--- config.mk ---
export PLATFORM = sky130hd
export DESIGN_NAME = cam_dma_burst_ctrl_flat
export DESIGN_NICKNAME = d
export VERILOG_FILES = /design/src/rtl/cam_dma_burst_ctrl_if.sv /design/src/rtl/cam_dma_burst_ctrl.sv /design/src/flat_wrapper.sv
export SDC_FILE = /design/constraint.sdc
export NUM_CORES = 1
export LEC_CHECK = 0
export BUFFER_PORTS_ARGS = -buffer_cell sky130_fd_sc_hd__buf_2
export CAP_MARGIN = 30
export CORE_ASPECT_RATIO = 0.5
export CORE_MARGIN = 2
export CORE_UTILIZATION = 42
export DETAILED_ROUTE_END_ITERATION = 7
export GPL_TIMING_DRIVEN = 0
export PLACE_DENSITY = 0.82
export SETUP_SLACK_MARGIN = 0.4
export SLEW_MARGIN = 20
export SYNTH_ARGS = -nofsm -noshare
export SYNTH_HDL_FRONTEND = slang
export SYNTH_SLANG_ARGS = --single-unit
--- constraint.sdc ---
create_clock -name clk_i -period 3.45 [get_ports clk_i]
set_input_delay 0.5175 -clock clk_i [delete_from_list [all_inputs] [get_ports clk_i]]
set_output_delay 0.5175 -clock clk_i [all_outputs]
set_load 0.005 [all_outputs]
--- src/rtl/cam_dma_burst_ctrl_if.sv ---
// Camera / FIFO / DMA signal bundle for cam_dma_burst_ctrl.
// The controller connects through the slave modport; the environment
// (camera source, FIFO, DMA engine) connects through the master modport.
interface cam_dma_burst_ctrl_if #(
  parameter int DATA_WIDTH = 48,
  parameter int FIFO_DEPTH = 1024
);
  localparam int LEVEL_W = $clog2(FIFO_DEPTH) + 1;

  // control
  logic                  enable_i;
  logic                  ovf_clr_i;
  // camera side
  logic                  cam_valid_i;
  logic [DATA_WIDTH-1:0] cam_data_i;
  logic                  frame_end_i;
  // FIFO side
  logic                  fifo_wr_en_o;
  logic [DATA_WIDTH-1:0] fifo_wdata_o;
  logic                  fifo_full_i;
  logic                  fifo_empty_i;
  logic [DATA_WIDTH-1:0] fifo_rdata_i;
  logic                  fifo_rd_en_o;
  // DMA stream side
  logic                  dma_tvalid_o;
  logic [DATA_WIDTH-1:0] dma_tdata_o;
  logic                  dma_tlast_o;
  logic                  dma_tready_i;
  // status
  logic [LEVEL_W-1:0]    level_o;
  logic                  busy_o;
  logic                  overflow_o;

  modport slave (
    input  enable_i, ovf_clr_i, cam_valid_i, cam_data_i, frame_end_i,
           fifo_full_i, fifo_empty_i, fifo_rdata_i, dma_tready_i,
    output fifo_wr_en_o, fifo_wdata_o, fifo_rd_en_o, dma_tvalid_o,
           dma_tdata_o, dma_tlast_o, level_o, busy_o, overflow_o
  );

  modport master (
    output enable_i, ovf_clr_i, cam_valid_i, cam_data_i, frame_end_i,
           fifo_full_i, fifo_empty_i, fifo_rdata_i, dma_tready_i,
    input  fifo_wr_en_o, fifo_wdata_o, fifo_rd_en_o, dma_tvalid_o,
           dma_tdata_o, dma_tlast_o, level_o, busy_o, overflow_o
  );
endinterface

--- src/rtl/cam_dma_burst_ctrl.sv ---
// Camera-to-DMA burst controller.
// Pushes camera pixels into an external FWFT FIFO, tracks its occupancy,
// and drains it as DMA stream bursts: full BURST_LEN bursts whenever enough
// data is buffered, plus a short flush burst after a frame end.
module cam_dma_burst_ctrl #(
  parameter int DATA_WIDTH = 48,
  parameter int FIFO_DEPTH = 1024,
  parameter int BURST_LEN  = 16
) (
  input  logic                clk_i,
  input  logic                rstn_i,
  cam_dma_burst_ctrl_if.slave bus
);
  localparam int                 LEVEL_W     = $clog2(FIFO_DEPTH) + 1;
  localparam logic [LEVEL_W-1:0] BURST_LEN_L = LEVEL_W'(BURST_LEN);
  localparam logic [LEVEL_W-1:0] DEPTH_L     = LEVEL_W'(FIFO_DEPTH);
  localparam logic [LEVEL_W-1:0] ONE_L       = LEVEL_W'(1);

  typedef enum logic {
    IDLE  = 1'b0,
    BURST = 1'b1
  } state_e;

  state_e             state_q, state_d;
  logic [LEVEL_W-1:0] level_q, level_d;
  logic [LEVEL_W-1:0] beat_cnt_q, beat_cnt_d;
  logic [LEVEL_W-1:0] beats_q, beats_d;
  logic               flush_pending_q, flush_pending_d;
  logic               overflow_q, overflow_d;
  logic               busy_q, busy_d;

  logic cam_take;
  logic wr_en;
  logic cam_drop;
  logic frame_mark;
  logic tvalid;
  logic rd_en;
  logic tlast;

  // Per-cycle decode of the camera write path and the DMA handshake.
  always_comb begin
    cam_take   = bus.cam_valid_i & bus.enable_i;
    wr_en      = cam_take & ~bus.fifo_full_i;
    cam_drop   = cam_take & bus.fifo_full_i;
    frame_mark = cam_take & bus.frame_end_i;
    tvalid     = (state_q == BURST) & ~bus.fifo_empty_i;
    rd_en      = tvalid & bus.dma_tready_i;
    tlast      = tvalid & (beat_cnt_q == (beats_q - ONE_L));
  end

  assign bus.fifo_wr_en_o = wr_en;
  assign bus.fifo_wdata_o = bus.cam_data_i;
  assign bus.fifo_rd_en_o = rd_en;
  assign bus.dma_tvalid_o = tvalid;
  assign bus.dma_tdata_o  = bus.fifo_rdata_i;
  assign bus.dma_tlast_o  = tlast;
  assign bus.level_o      = level_q;
  assign bus.busy_o       = busy_q;
  assign bus.overflow_o   = overflow_q;

  // Next-state logic: occupancy, sticky overflow, flush bookkeeping and burst FSM.
  always_comb begin
    state_d         = state_q;
    level_d         = level_q;
    beat_cnt_d      = beat_cnt_q;
    beats_d         = beats_q;
    flush_pending_d = flush_pending_q;
    overflow_d      = overflow_q;

    // A drop in the same cycle as a clear wins, so the new loss is not hidden.
    if (bus.ovf_clr_i) overflow_d = 1'b0;
    if (cam_drop)      overflow_d = 1'b1;

    if (wr_en && !rd_en && (level_q != DEPTH_L)) begin
      level_d = level_q + ONE_L;
    end else if (rd_en && !wr_en && (level_q != '0)) begin
      level_d = level_q - ONE_L;
    end

    case (state_q)
      IDLE: begin
        beat_cnt_d = '0;
        if (bus.enable_i && (level_q >= BURST_LEN_L)) begin
          state_d = BURST;
          beats_d = BURST_LEN_L;
          // A full burst that empties the buffer also completes a pending flush.
          if (level_q == BURST_LEN_L) flush_pending_d = 1'b0;
        end else if (flush_pending_q) begin
          if (level_q == '0) begin
            flush_pending_d = 1'b0;
          end else if (bus.enable_i) begin
            state_d         = BURST;
            beats_d         = level_q;
            flush_pending_d = 1'b0;
          end
        end
      end
      BURST: begin
        if (rd_en) begin
          if (tlast) begin
            state_d    = IDLE;
            beat_cnt_d = '0;
          end else begin
            beat_cnt_d = beat_cnt_q + ONE_L;
          end
        end
      end
      default: state_d = IDLE;
    endcase

    // A new frame end (even a dropped one) always re-arms the flush.
    if (frame_mark) flush_pending_d = 1'b1;

    busy_d = (state_d == BURST);
  end

  // State registers with synchronous active-low reset.
  always_ff @(posedge clk_i) begin
    if (!rstn_i) begin
      state_q         <= IDLE;
      level_q         <= '0;
      beat_cnt_q      <= '0;
      beats_q         <= '0;
      flush_pending_q <= 1'b0;
      overflow_q      <= 1'b0;
      busy_q          <= 1'b0;
    end else begin
      state_q         <= state_d;
      level_q         <= level_d;
      beat_cnt_q      <= beat_cnt_d;
      beats_q         <= beats_d;
      flush_pending_q <= flush_pending_d;
      overflow_q      <= overflow_d;
      busy_q          <= busy_d;
    end
  end
endmodule

--- src/flat_wrapper.sv ---
// flat-port wrapper written by rule: the top's interface ports become plain ports
module cam_dma_burst_ctrl_flat 
#(
  parameter int DATA_WIDTH = 48,
  parameter int FIFO_DEPTH = 1024,
  parameter int BURST_LEN  = 16
)
  (clk_i, rstn_i, bus_enable_i, bus_ovf_clr_i, bus_cam_valid_i, bus_cam_data_i, bus_frame_end_i, bus_fifo_full_i, bus_fifo_empty_i, bus_fifo_rdata_i, bus_dma_tready_i, bus_fifo_wr_en_o, bus_fifo_wdata_o, bus_fifo_rd_en_o, bus_dma_tvalid_o, bus_dma_tdata_o, bus_dma_tlast_o, bus_level_o, bus_busy_o, bus_overflow_o);
  cam_dma_burst_ctrl_if #(.DATA_WIDTH(DATA_WIDTH), .FIFO_DEPTH(FIFO_DEPTH)) bus_i ();
  input  logic clk_i;
  input  logic rstn_i;
  input wire logic [$bits(bus_i.enable_i)-1:0] bus_enable_i;
  input wire logic [$bits(bus_i.ovf_clr_i)-1:0] bus_ovf_clr_i;
  input wire logic [$bits(bus_i.cam_valid_i)-1:0] bus_cam_valid_i;
  input wire logic [$bits(bus_i.cam_data_i)-1:0] bus_cam_data_i;
  input wire logic [$bits(bus_i.frame_end_i)-1:0] bus_frame_end_i;
  input wire logic [$bits(bus_i.fifo_full_i)-1:0] bus_fifo_full_i;
  input wire logic [$bits(bus_i.fifo_empty_i)-1:0] bus_fifo_empty_i;
  input wire logic [$bits(bus_i.fifo_rdata_i)-1:0] bus_fifo_rdata_i;
  input wire logic [$bits(bus_i.dma_tready_i)-1:0] bus_dma_tready_i;
  output wire logic [$bits(bus_i.fifo_wr_en_o)-1:0] bus_fifo_wr_en_o;
  output wire logic [$bits(bus_i.fifo_wdata_o)-1:0] bus_fifo_wdata_o;
  output wire logic [$bits(bus_i.fifo_rd_en_o)-1:0] bus_fifo_rd_en_o;
  output wire logic [$bits(bus_i.dma_tvalid_o)-1:0] bus_dma_tvalid_o;
  output wire logic [$bits(bus_i.dma_tdata_o)-1:0] bus_dma_tdata_o;
  output wire logic [$bits(bus_i.dma_tlast_o)-1:0] bus_dma_tlast_o;
  output wire logic [$bits(bus_i.level_o)-1:0] bus_level_o;
  output wire logic [$bits(bus_i.busy_o)-1:0] bus_busy_o;
  output wire logic [$bits(bus_i.overflow_o)-1:0] bus_overflow_o;
  assign bus_i.enable_i = bus_enable_i;
  assign bus_i.ovf_clr_i = bus_ovf_clr_i;
  assign bus_i.cam_valid_i = bus_cam_valid_i;
  assign bus_i.cam_data_i = bus_cam_data_i;
  assign bus_i.frame_end_i = bus_frame_end_i;
  assign bus_i.fifo_full_i = bus_fifo_full_i;
  assign bus_i.fifo_empty_i = bus_fifo_empty_i;
  assign bus_i.fifo_rdata_i = bus_fifo_rdata_i;
  assign bus_i.dma_tready_i = bus_dma_tready_i;
  assign bus_fifo_wr_en_o = bus_i.fifo_wr_en_o;
  assign bus_fifo_wdata_o = bus_i.fifo_wdata_o;
  assign bus_fifo_rd_en_o = bus_i.fifo_rd_en_o;
  assign bus_dma_tvalid_o = bus_i.dma_tvalid_o;
  assign bus_dma_tdata_o = bus_i.dma_tdata_o;
  assign bus_dma_tlast_o = bus_i.dma_tlast_o;
  assign bus_level_o = bus_i.level_o;
  assign bus_busy_o = bus_i.busy_o;
  assign bus_overflow_o = bus_i.overflow_o;
  cam_dma_burst_ctrl #(.DATA_WIDTH(DATA_WIDTH), .FIFO_DEPTH(FIFO_DEPTH), .BURST_LEN(BURST_LEN)) u_core (.clk_i(clk_i), .rstn_i(rstn_i), .bus(bus_i));
endmodule
==> tab_implementation.tex, run 1 <==
\begin{tabular}{lr}
\hline
Metric & Value \\
\hline
\multicolumn{2}{l}{\textbf{Worst hold path}} \\
Worst Hold Class & reg2reg \\
\multicolumn{2}{l}{\textbf{Floorplanning}} \\
Die extent in x & 124.1 um \\
Initial standard-cell utilization of the core & 0.4434 \\
Cell row count & 21 \\
Y dimension of the die & 64.05 um \\
Total I/O pin count & 218 \\
Die area & 7949 um2 \\
Total core area & between 6000 and 7000 um2 \\
\multicolumn{2}{l}{\textbf{Timing}} \\
Slew at the pin closest to its max-slew limit & between 0.7 and 0.8 ns \\
Number of failing setup endpoints in the final timing report & 0 \\
Part of the cycle the worst path needs & 0.8412 \\
Hold violation count in the final report & 0 \\
Upper clock frequency limit & 344.6 MHz \\
Worst slew slack as a fraction of its limit & 0.4990 \\
Slew Limit Fails & 0 \\
Unrepaired setup endpoints after global routing & no \\
Final worst path period need & 2.902 ns \\
Worst Skew & 0.005605 ns \\
Final setup TNS & 0 ns \\
\multicolumn{2}{l}{\textbf{Critical path}} \\
Kind of end point of the critical path & register \\
Buffers \& Inverters on Critical Path & 0 \\
Kind of cell adding the most delay to the critical path & simple AND/OR/NAND/NOR gates \\
Arr. time, crit path & 3.04 ns \\
Path type of the worst setup path & reg2reg \\
Critical-path maximum fanout & 9 \\
Critical Path RT & 3.59 ns \\
Critical Path Source Type & register \\
Worst-path cell chain & nor2b\_1 > nand2\_1 > nand3\_4 > ha\_1 > a21o\_1 > a21o\_1 > a21oi\_1 > o31ai\_1 > xor2\_1 > nand2\_1 > a21oi\_1 \\
Slowest Stage Delay on Critical Path & 0.54 ns \\
Slowest cell on crit path & sky130\_fd\_sc\_hd\_\_dfxtp\_1 \\
\multicolumn{2}{l}{\textbf{Routing}} \\
Remaining number of nets flagged by the antenna check after routing & 0 \\
DRC viols & 0 \\
Vias & 3028 \\
Average wire per standard cell & between 10 and 15 um \\
Wirelength, routed & 8.112 mm \\
First-pass iteration count of the detailed router & 4 \\
Iteration-0 DRC Markers & 137 \\
Via-per-instance ratio & 5.047 \\
\multicolumn{2}{l}{\textbf{Power and ir drop}} \\
Maximum ir drop on the vdd rail & between 0.0005 and 0.0006 V \\
Pleak & 2.010 nW \\
Power per Cell Area & 633.8 nW/um2 \\
Tot Pwr & approximately 0.0025 W \\
\multicolumn{2}{l}{\textbf{Synthesis}} \\
Largest area contributor in the synthesized netlist & sky130\_fd\_sc\_hd\_\_dfxtp\_1 \\
Count of synthesis-stage warnings from yosys & 0 \\
Portion of the post-synthesis area used by sequential elements & 0.2379 \\
Library cell with the highest instance count after synthesis & sky130\_fd\_sc\_hd\_\_buf\_4 \\
Seq cells post-synth & 36 \\
Synthesized-area fraction occupied by and/or/nand/nor cells & 0.2119 \\
Most frequently used flop master after synthesis & sky130\_fd\_sc\_hd\_\_dfxtp\_1 \\
Mux cell area share after synthesis & 0.02313 \\
Top area cells in the synthesized netlist & sky130\_fd\_sc\_hd\_\_dfxtp\_1 (24\%), sky130\_fd\_sc\_hd\_\_buf\_4 (24\%), sky130\_fd\_sc\_hd\_\_ha\_1 (4.5\%) \\
Total nets after synthesis & 494 \\
Combinational family with the most area after synthesis & buffers and inverters \\
List of most frequent post-synthesis cells & sky130\_fd\_sc\_hd\_\_buf\_4 (96), sky130\_fd\_sc\_hd\_\_dfxtp\_1 (36), sky130\_fd\_sc\_hd\_\_nand2\_1 (27) \\
Share of flip-flops with an asynchronous set or reset after synthesis & 0 \\
XOR/XNOR share of the synthesized area & 0.07228 \\
Post-synth top area share & 0.2379 \\
Post-synth EDFFs & 0 \\
Mean Syn Cell Area & 8.035 um2 \\
Cell count after synthesis & 377 \\
Fraction of the mapped netlist area in adder cells & 0.05535 \\
Post-synth cell types & 48 \\
Syn Std Cell Area & 3029 um2 \\
Fraction of the mapped netlist area in compound gates & 0.1301 \\
\multicolumn{2}{l}{\textbf{Placement}} \\
Post-detailed-placement half-perimeter wirelength & 6.494 mm \\
Routability congestion estimate from global placement & 0.8502 \\
Input/output buffers & 120 \\
\multicolumn{2}{l}{\textbf{Finish}} \\
Antenna cell count & 0 \\
Final layout net count & 625 \\
Post-layout utilization of the core & 0.5839 \\
Area of combinational cells with multiple inputs & 1550 um2 \\
Area of all sequential standard cells & a little over 700 um2 \\
Share of final-layout standard cells stronger than drive strength 1 & 0.4843 \\
Area delta synth->final & 31.68\% \\
Fill cell count & between 600 and 700 \\
\multicolumn{2}{l}{\textbf{GRT}} \\
Maximum number of pins on one net before global-route repair & 11 \\
Initial antenna violation count & 0 \\
First-pass GRT wire length & 12.14 mm \\
Total routing resource utilization after global routing & 0.1880 \\
Total grt overflow & 0 \\
Number of global-route vias before repair & 2674 \\
\multicolumn{2}{l}{\textbf{Clocking}} \\
Later-pin clock latency in the skew report & 0.28 ns \\
CTS clk-pin slew, worst paths & 0.05 ns \\
Clock sink count & 36 \\
CTS Buffer Depth & 2 \\
TritonCTS buffer count & 5 \\
Clk Tree Root Cell & sky130\_fd\_sc\_hd\_\_clkbuf\_16 \\
CTS tree & built \\
Number of levels the H-tree was split into & 2 \\
\multicolumn{2}{l}{\textbf{Run}} \\
Max-cap violation count & 0 \\
\multicolumn{2}{l}{\textbf{Status}} \\
Run status & finished clean \\
\hline
\end{tabular}
-- worst paths after layout --
check                              from                     to  slack [ns]  cells past startpoint
setup / recovery         u_core.state_q  u_core.bus.level_o[9]        0.55                     11
hold / removal    u_core.bus.overflow_o  u_core.bus.overflow_o        0.47                      2
setup reg to reg         u_core.state_q  u_core.bus.level_o[9]        0.55                     11
hold reg to reg   u_core.bus.overflow_o  u_core.bus.overflow_o        0.47                      2
-- cells by family after synthesis --
logic type / count (synthesis)
simple gates: 118
xor+xnor: 25
buf+inv: 115
flops: 36
mux: 7
compound gates: 63
fa+ha+maj: 13
-- report_power, final --
group / leakage [nW] / total, W / switching, W / internal [W]
logic: 1.64 / 0.00146 / 0.000702 / 0.000754
registers: 0.293 / 0.000608 / 0.000118 / 0.000490
clock network: 0.0760 / 0.000465 / 0.000162 / 0.000303
total: 2.01 / 0.00253 / 0.000981 / 0.00155
-- metrics by stage --
| stage | cell area, um2 | hold WS, ns | setup WS [ns] | cells |
|---|---|---|---|---|
| finish | 3989 | 0.4653 | 0.5480 | 600 |
| global route | 3989 | 0.5117 | 0.4199 | 600 |
| CTS | 3951 | 0.4737 | 0.4324 | 598 |
| detailed placement | 3750 | 0.4650 | 0.1269 | 589 |
| global placement | 3750 | 0.4601 | 0.1503 | 589 |
| floorplan | 3034 | 0.4499 | 0.4852 | 377 |
-- registers in the layout, summed over array words and instances (netlist names) --
| register | count |
|---|---|
| u_core.beat_cnt_q | 11 |
| u_core.beats_q | 11 |
| u_core.bus.level_o | 11 |
| u_core.bus.overflow_o | 1 |
| u_core.flush_pending_q | 1 |
| u_core.state_q | 1 |
-- worst reg2reg max path, stage by stage, from the launching register on --
cell	delay, ns
sky130_fd_sc_hd__dfxtp_1	0.54
sky130_fd_sc_hd__nor2b_1	0.36
sky130_fd_sc_hd__nand2_1	0.31
sky130_fd_sc_hd__nand3_4	0.25
sky130_fd_sc_hd__ha_1	0.25
sky130_fd_sc_hd__a21o_1	0.17
sky130_fd_sc_hd__a21o_1	0.21
sky130_fd_sc_hd__a21oi_1	0.27
sky130_fd_sc_hd__o31ai_1	0.13
sky130_fd_sc_hd__xor2_1	0.15
sky130_fd_sc_hd__nand2_1	0.07
sky130_fd_sc_hd__a21oi_1	0.06
-- cells in the final DEF, fill, tap and decap left out, drive strengths merged, types with 2 or more instances in the layout --
master,n
a211oi,2
o21a,3
o31ai,2
nand4,4
nor4b,5
or4,4
o41ai,4
ha,11
nand2b,6
xor2,13
a21oi,19
nand3,20
and3,13
nor4,4
nor2,17
o21ai,16
buf,224
xnor2,12
inv,9
dfxtp,36
mux2i,7
clkbuf,13
nand2,27
a21o,5
nor3,11
a31oi,3
-- metal layers --
metal	vias to the layer above	GRT usage	wire length, um
met5	-	0	0
met4	0	0.04775	114
met3	12	0.03125	680
met2	124	0.3572	4192
met1	1413	0.2177	3124
li1	1479	-	-
-- what timing repair did --
action                     4_1_cts  5_1_grt
gates resized for setup          7        7
pin swaps                        2        5
setup buffers                    2        2
hold buffers                     0        0
setup endpoints to repair        3        4
-- final cells by class --
cell class	instances	share of cell area
buffer	106	0.1960
clock buffer	7	0.03827
inverter	9	0.008469
multi-input combinational	226	0.3886
sequential	36	0.1816
tap	92	0.02886
timing repair buffer	124	0.1581
No activity file was read; power rests on OpenSTA's default activity.
==> run 2, diff against run 1 <==
- clock period: 3.45 -> 3 ns (I/O delays scaled with it)
==> run 2 against run 1 <==
Effect of this change: cell area is 7.5% higher; sequential share of layout area decreased by 1.1 points; highest routed layer unchanged; largest cell class unchanged; largest power group unchanged; die area is the same.
==> tab_implementation.tex, run 2 (synthesized netlist as in run 1, its figures left out) <==
\begin{tabular}{lr}
\hline
Metric & Value \\
\hline
\multicolumn{2}{l}{\textbf{GRT}} \\
Layer with the highest usage & met2 \\
Met1 Track Usage GR & 0.2351 (+0.01748) \\
Total routing resource utilization after global routing & 0.2030 (+0.01502) \\
Total grt overflow & 0 (unchanged) \\
Number of global-route vias before repair & 2798 (+4.6\%) \\
First-pass GRT wire length & 13.03 mm (+7.3\%) \\
GR Util met3 & 0.02768 (-0.003571) \\
Initial antenna violation count & 0 (unchanged) \\
Met2 track utilization from global routing & 0.3873 (+0.03005) \\
Maximum number of pins on one net before global-route repair & 12 (+1) \\
\multicolumn{2}{l}{\textbf{Timing}} \\
Hold violation count in the final report & 0 (unchanged) \\
Slew Limit Fails & 0 (unchanged) \\
Upper clock frequency limit & 360.0 MHz (+4.5\%) \\
Unrepaired setup endpoints after global routing & yes \\
Final worst path period need & 2.778 ns (-0.1240 ns) \\
Worst Skew & 0.002894 ns (-0.002711 ns) \\
Slew at the pin closest to its max-slew limit & 0.7249 ns (-0.02201 ns) \\
Worst slew slack as a fraction of its limit & 0.5138 (+0.01476) \\
Number of failing setup endpoints in the final timing report & 0 (unchanged) \\
Slack of the critical path & 0.2219 ns (-0.3260 ns) \\
Part of the cycle the worst path needs & 0.9260 (+0.08485) \\
\multicolumn{2}{l}{\textbf{Critical path}} \\
Critical-path maximum fanout & 7 (-2) \\
Critical Path Source Type & register \\
Arr. time, crit path & 2.98 ns (-0.06 ns) \\
Kind of end point of the critical path & register \\
R2R Path Start & u\_core.bus.level\_o[9] \\
Worst Reg2Reg Path Length in Cells & 12 (+1) \\
Critical path endpoint & u\_core.bus.level\_o[10] \\
Crit path launch & u\_core.bus.level\_o[9] \\
Path type of the worst setup path & reg2reg \\
Capture instance of the worst register-to-register path & u\_core.bus.level\_o[10] \\
Critical Path RT & 3.20 ns (-0.39 ns) \\
R2R setup slack & 0.22 ns (-0.33 ns) \\
\multicolumn{2}{l}{\textbf{Placement}} \\
Input/output buffers & 120 (unchanged) \\
Post-detailed-placement half-perimeter wirelength & 6.551 mm (+0.87\%) \\
Placed instance count & 589 (unchanged) \\
Routability congestion estimate from global placement & 0.8323 (-2.1\%) \\
Pre-CTS WS & -0.1268 ns (-0.2536 ns) \\
\multicolumn{2}{l}{\textbf{Floorplanning}} \\
Cell row count & 21 (unchanged) \\
Die area & 7949 um2 (unchanged) \\
Initial standard-cell utilization of the core & 0.4434 (unchanged) \\
Total core area & 6832 um2 (unchanged) \\
Die extent in x & 124.1 um (unchanged) \\
Total I/O pin count & 218 (unchanged) \\
Y dimension of the die & 64.05 um (unchanged) \\
\multicolumn{2}{l}{\textbf{Routing}} \\
Remaining number of nets flagged by the antenna check after routing & 0 (unchanged) \\
DRC viols & 0 (unchanged) \\
Wirelength, routed & 8.889 mm (+9.6\%) \\
Average wire per standard cell & 14.34 um (+6.0\%) \\
Via-per-instance ratio & 5.139 (+1.8\%) \\
Iteration-0 DRC Markers & 173 (+26\%) \\
First-pass iteration count of the detailed router & 5 (+1) \\
Vias & 3186 (+5.2\%) \\
\multicolumn{2}{l}{\textbf{Clocking}} \\
TritonCTS buffer count & 5 (unchanged) \\
Clk Tree Root Cell & sky130\_fd\_sc\_hd\_\_clkbuf\_16 \\
CTS clk-pin slew, worst paths & 0.05 ns (about the same) \\
Number of levels the H-tree was split into & 2 (unchanged) \\
CTS Buffer Depth & 2 (unchanged) \\
Clock sink count & 36 (unchanged) \\
CTS tree & built \\
Later-pin clock latency in the skew report & 0.28 ns (about the same) \\
\multicolumn{2}{l}{\textbf{Power and ir drop}} \\
Internal power contribution & 0.002082 W (+35\%) \\
Combinational group share of total power & 0.604 (+0.028) \\
Pleak & 2.152 nW (+7.1\%) \\
Power per Cell Area & 782.4 nW/um2 (+23\%) \\
Maximum ir drop on the vdd rail & 0.0007379 V (+34\%) \\
Clock group share of total power & 0.188 (+0.004) \\
Sequential group share of total power & 0.208 (-0.032) \\
Net Sw Power & 0.001271 W (+30\%) \\
Switching part of the total & 0.3791 (-0.008986) \\
\multicolumn{2}{l}{\textbf{Finish}} \\
Area delta synth->final & 41.51\% \\
Final layout net count & 644 (+3.0\%) \\
Antenna cell count & 0 (unchanged) \\
Leading cell type in the layout, fill and taps excluded & sky130\_fd\_sc\_hd\_\_buf\_2 \\
Number of standard cells in the layout, taps in and fillers out & 620 (+3.3\%) \\
Share of final-layout standard cells stronger than drive strength 1 & 0.5473 (+0.06310) \\
Commonest non-fill, non-tap cells in the layout & sky130\_fd\_sc\_hd\_\_buf\_2 (120), sky130\_fd\_sc\_hd\_\_buf\_4 (117), sky130\_fd\_sc\_hd\_\_dfxtp\_1 (30) \\
\multicolumn{2}{l}{\textbf{Run}} \\
Max-cap violation count & 0 (unchanged) \\
\multicolumn{2}{l}{\textbf{Worst hold path}} \\
Worst Hold Class & in2reg \\
Instance count along the most critical hold path & 3 (+1) \\
\multicolumn{2}{l}{\textbf{Status}} \\
Run status & finished clean \\
\hline
\end{tabular}
==> run 2: worst min-delay path by stage <==
stage	endpoint	from	slack, ns
final	u_core.bus.overflow_o	bus_ovf_clr_i	0.46
after CTS	u_core.flush_pending_q	bus_frame_end_i	0.46
after global placement	u_core.flush_pending_q	u_core.flush_pending_q	0.47
after floorplan	u_core.flush_pending_q	u_core.flush_pending_q	0.45
after detailed placement	u_core.flush_pending_q	u_core.flush_pending_q	0.48
after global routing	u_core.bus.overflow_o	bus_ovf_clr_i	0.48
==> run 2: cell type report <==
class / count / area [um2]
Buffer: 106 / 782.0
Clock inverter: 1 / 30.03
Clock buffer: 7 / 152.6
Inverter: 9 / 33.78
Sequential cell: 36 / 730.7
Multi-Input combinational cell: 226 / 1655
Tap cell: 92 / 115.1
Fill cell: 584 / 2545
Timing Repair Buffer: 143 / 787.0
==> run 2: metrics by stage <==
step | utilization | instance area [um2] | hold slack (ns) | total power [W] | setup TNS, ns
global placement | 0.5555 | 3795 | 0.4663 | 0.002227 | -0.08424
floorplan | - | 3079 | 0.4499 | 0.001901 | 0
detailed placement | 0.5555 | 3795 | 0.4777 | 0.002273 | -0.1268
CTS | 0.6152 | 4203 | 0.4625 | 0.003261 | 0
global route | 0.6275 | 4287 | 0.4772 | 0.003574 | 0
finish | 0.6275 | 4287 | 0.4621 | 0.003354 | 0
==> run 2: power by group through the flow <==
stage | registers, W | logic, W | clock network [W]
5_1_grt | 0.000710 | 0.00221 | 0.000656
3_5_place_dp | 0.000702 | 0.00157 | 0
6_report | 0.000696 | 0.00203 | 0.000631
2_1_floorplan | 0.000676 | 0.00122 | 0
3_3_place_gp | 0.000698 | 0.00153 | 0
4_1_cts | 0.000691 | 0.00194 | 0.000634
==> run 2: worst max-delay path: stages (launching register included) <==
cell,delay (ns)
sky130_fd_sc_hd__dfxtp_2,0.32
sky130_fd_sc_hd__or4_4,0.55
sky130_fd_sc_hd__nor4_4,0.25
sky130_fd_sc_hd__nand2_1,0.13
sky130_fd_sc_hd__nand3_4,0.16
sky130_fd_sc_hd__ha_4,0.23
sky130_fd_sc_hd__a21o_1,0.17
sky130_fd_sc_hd__a21oi_2,0.14
sky130_fd_sc_hd__o21ai_2,0.08
sky130_fd_sc_hd__a31oi_2,0.18
sky130_fd_sc_hd__o21ai_2,0.10
sky130_fd_sc_hd__mux2i_1,0.19
sky130_fd_sc_hd__mux2i_1,0.20
==> run 2: layer usage <==
layer  routed length, um  share of wire
met4                 148          0.017
met5                   0              0
met3                 850          0.096
met2                4593           0.52
met1                3297           0.37
==> run 2: what timing repair did <==
action | in CTS | in global routing
pin swaps | 12 | 9
setup endpoints to repair | 8 | 13
hold buffers | 0 | 0
buffers inserted | 19 | 4
resized for setup | 19 | 16
==> run 3, diff against run 2 <==
- REMOVE_ABC_BUFFERS: not set -> 1
==> run 3 against run 2 <==
Effect of this change: the flow now finishes with violations (negative setup slack); worst setup slack got worse by 0.23 ns; register-to-register slack got worse by 0.23 ns; critical path depth fell by 1; via count fell by 14%; fmax fell by 7.7%; non-clock buffer count fell by 202; utilization fell by 17 points; clock power rose by 4.0%; clock-buffer cell count did not move; sequential share of layout area rose by 6.8 points; critical endpoint unchanged.
==> tab_implementation.tex, run 3 (synthesized netlist as in run 1, its figures left out) <==
\begin{tabular}{lr}
\hline
Metric & Value \\
\hline
\multicolumn{2}{l}{\textbf{Timing}} \\
Worst Skew & 0.009353 ns (+0.006459 ns) \\
Number of failing setup endpoints in the final timing report & 1 (+1) \\
Worst slew slack as a fraction of its limit & 0.4175 (-0.09635) \\
Final worst path period need & 3.010 ns (+0.2320 ns) \\
Slack of the critical path & -0.01011 ns (-0.2320 ns) \\
Part of the cycle the worst path needs & 1.003 (+0.07735) \\
Unrepaired setup endpoints after global routing & yes \\
Upper clock frequency limit & 332.2 MHz (-7.7\%) \\
Hold violation count in the final report & 0 (unchanged) \\
Worst hold margin & 0.4430 ns (-0.01909 ns) \\
Slew at the pin closest to its max-slew limit & 0.8686 ns (+0.1437 ns) \\
Slew Limit Fails & 0 (unchanged) \\
\multicolumn{2}{l}{\textbf{Worst hold path}} \\
Worst Hold Class & in2reg \\
Worst min-delay path endpoint & u\_core.flush\_pending\_q \\
Instance count along the most critical hold path & 3 (unchanged) \\
Worst Hold Launch & bus\_frame\_end\_i \\
\multicolumn{2}{l}{\textbf{Critical path}} \\
R2R Path Start & u\_core.bus.level\_o[7] \\
Critical Path RT & 3.21 ns (about the same) \\
R2R setup slack & -0.01 ns (-0.23 ns) \\
Arr. time, crit path & 3.22 ns (+0.24 ns) \\
Worst Reg2Reg Path Length in Cells & 11 (-1) \\
Critical Path Source Type & register \\
Capture instance of the worst register-to-register path & u\_core.bus.level\_o[10] \\
Kind of end point of the critical path & register \\
Path type of the worst setup path & reg2reg \\
Critical-path maximum fanout & 8 (+1) \\
\multicolumn{2}{l}{\textbf{Floorplanning}} \\
Total core area & 6832 um2 (unchanged) \\
Y dimension of the die & 64.05 um (unchanged) \\
Total I/O pin count & 218 (unchanged) \\
Die area & 7949 um2 (unchanged) \\
Cell row count & 21 (unchanged) \\
Die extent in x & 124.1 um (unchanged) \\
Initial standard-cell utilization of the core & 0.4434 (unchanged) \\
\multicolumn{2}{l}{\textbf{Power and ir drop}} \\
Maximum ir drop on the vdd rail & 0.0005002 V (-32\%) \\
Switching part of the total & 0.4039 (+0.02474) \\
Combinational group share of total power & 0.602 (-0.002) \\
Clock group share of total power & 0.189 (about the same) \\
Tot Pwr & 0.003471 W (+3.5\%) \\
Internal power contribution & 0.002069 W (-0.64\%) \\
Power per Cell Area & 1118 nW/um2 (+43\%) \\
Pleak & 1.295 nW (-40\%) \\
Sequential group share of total power & 0.208 (about the same) \\
Net Sw Power & 0.001402 W (+10\%) \\
\multicolumn{2}{l}{\textbf{Finish}} \\
Antenna cell count & 0 (unchanged) \\
Area delta synth->final & 2.437\% \\
Area of all sequential standard cells & 739.5 um2 (+1.2\%) \\
Fill cell count & 621 (+6.3\%) \\
Area of combinational cells with multiple inputs & 1723 um2 (+4.1\%) \\
Share of final-layout standard cells stronger than drive strength 1 & 0.2975 (-0.2498) \\
Commonest non-fill, non-tap cells in the layout & sky130\_fd\_sc\_hd\_\_dfxtp\_1 (29), sky130\_fd\_sc\_hd\_\_nand2\_1 (26), sky130\_fd\_sc\_hd\_\_buf\_2 (25) \\
Final layout net count & 442 (-31\%) \\
Leading cell type in the layout, fill and taps excluded & sky130\_fd\_sc\_hd\_\_dfxtp\_1 \\
\multicolumn{2}{l}{\textbf{Clocking}} \\
CTS Buffer Depth & 2 (unchanged) \\
TritonCTS buffer count & 5 (unchanged) \\
Later-pin clock latency in the skew report & 0.29 ns (about the same) \\
Clock sink count & 36 (unchanged) \\
CTS tree & built \\
Clk Tree Root Cell & sky130\_fd\_sc\_hd\_\_clkbuf\_16 \\
Number of levels the H-tree was split into & 2 (unchanged) \\
CTS clk-pin slew, worst paths & 0.06 ns (about the same) \\
Number of buffers inserted for hold repair after clock tree synthesis & 0 (unchanged) \\
\multicolumn{2}{l}{\textbf{Routing}} \\
Wirelength, routed & 16.61 mm (+87\%) \\
Average wire per standard cell & 39.73 um (+180\%) \\
Vias & 2739 (-14\%) \\
Remaining number of nets flagged by the antenna check after routing & 0 (unchanged) \\
Via-per-instance ratio & 6.553 (+28\%) \\
First-pass iteration count of the detailed router & 8 (+3) \\
Iteration-0 DRC Markers & 334 (+93\%) \\
DRC viols & 0 (unchanged) \\
\multicolumn{2}{l}{\textbf{Status}} \\
Violated checks & negative setup slack \\
Run status & finished, violations left \\
\multicolumn{2}{l}{\textbf{Placement}} \\
Pre-CTS WS & -0.6246 ns (-0.4978 ns) \\
Post-detailed-placement half-perimeter wirelength & 13.25 mm (+100\%) \\
Input/output buffers & 25 (-79\%) \\
Routability congestion estimate from global placement & 1.038 (+25\%) \\
\multicolumn{2}{l}{\textbf{GRT}} \\
Initial antenna violation count & 0 (unchanged) \\
Maximum number of pins on one net before global-route repair & 30 (+18) \\
Total grt overflow & 0 (unchanged) \\
Number of global-route vias before repair & 2284 (-18\%) \\
First-pass GRT wire length & 20.31 mm (+56\%) \\
Total routing resource utilization after global routing & 0.3944 (+0.1913) \\
\multicolumn{2}{l}{\textbf{Run}} \\
Max-cap violation count & 0 (unchanged) \\
\hline
\end{tabular}
-- run 3: cell count changes in the layout (fill, tap and decap cells not counted), sizes merged --
cell | previous run | this run
buf | 243 | 47
clkbuf | 13 | 7
-- run 3: area by class of cell --
type                            instances  area share
Clock inverter                          1    0.009677
Clock buffer                            7     0.04919
Inverter                                9     0.01089
Multi-Input combinational cell        226      0.5552
Sequential cell                        36      0.2383
Tap cell                               92     0.03710
Timing Repair Buffer                   47     0.09960
-- run 3: worst max-delay path by stage --
stage               slack (ns)                      to                  start
floorplan                -0.09  u_core.bus.level_o[10]  u_core.bus.level_o[0]
global placement         -0.46  u_core.bus.level_o[10]       bus_fifo_empty_i
detailed placement       -0.62  u_core.bus.level_o[10]  u_core.bus.level_o[6]
CTS                       0.16  u_core.bus.level_o[10]  u_core.bus.level_o[1]
global route             -0.15  u_core.bus.level_o[10]  u_core.bus.level_o[7]
finish                   -0.01  u_core.bus.level_o[10]  u_core.bus.level_o[7]
-- run 3: metal layers --
layer,GRT usage,vias to the layer above,wire length (um)
met5,0.4306,-,336
met4,0.1699,12,1041
met3,0.5839,92,5307
met2,0.4372,317,5449
met1,0.3290,1201,4475
li1,-,1117,-
-- run 3: power by group through the flow --
stage | registers (W) | clock network, W | logic, W
after global placement | 0.000693 | 0 | 0.00127
final | 0.000724 | 0.000656 | 0.00209
after floorplan | 0.000667 | 0 | 0.00101
after global routing | 0.000725 | 0.000669 | 0.00224
after CTS | 0.000688 | 0.000645 | 0.00169
after detailed placement | 0.000698 | 0 | 0.00130
-- run 3: through the flow --
step | std cells | TNS (ns) | utilization | instance area [um2]
3_5_place_dp | 388 | -2.330 | 0.3647 | 2491
4_1_cts | 409 | 0 | 0.4207 | 2874
5_1_grt | 418 | -0.2368 | 0.4542 | 3103
2_1_floorplan | 271 | -0.09216 | - | 2247
6_report | 418 | -0.01011 | 0.4542 | 3103
3_3_place_gp | 388 | -1.559 | 0.3641 | 2487
-- run 3: critical path, cell delays in order (launching register included) --
cell                      delay [ns]
sky130_fd_sc_hd__dfxtp_4        0.34
sky130_fd_sc_hd__or4_4          0.58
sky130_fd_sc_hd__nor4_4         0.27
sky130_fd_sc_hd__nand2_1        0.15
sky130_fd_sc_hd__nand3_4        0.21
sky130_fd_sc_hd__fa_1           0.31
sky130_fd_sc_hd__a21oi_4        0.09
sky130_fd_sc_hd__o21ai_2        0.20
sky130_fd_sc_hd__a31oi_4        0.12
sky130_fd_sc_hd__o21ai_2        0.17
sky130_fd_sc_hd__mux2i_1        0.25
sky130_fd_sc_hd__mux2i_1        0.24
-- run 3: timing repair --
item | in CTS | in global routing
setup endpoints to repair | 12 | 11
resized for setup | 26 | 32
setup buffers | 13 | 8
pin swaps | 12 | 21
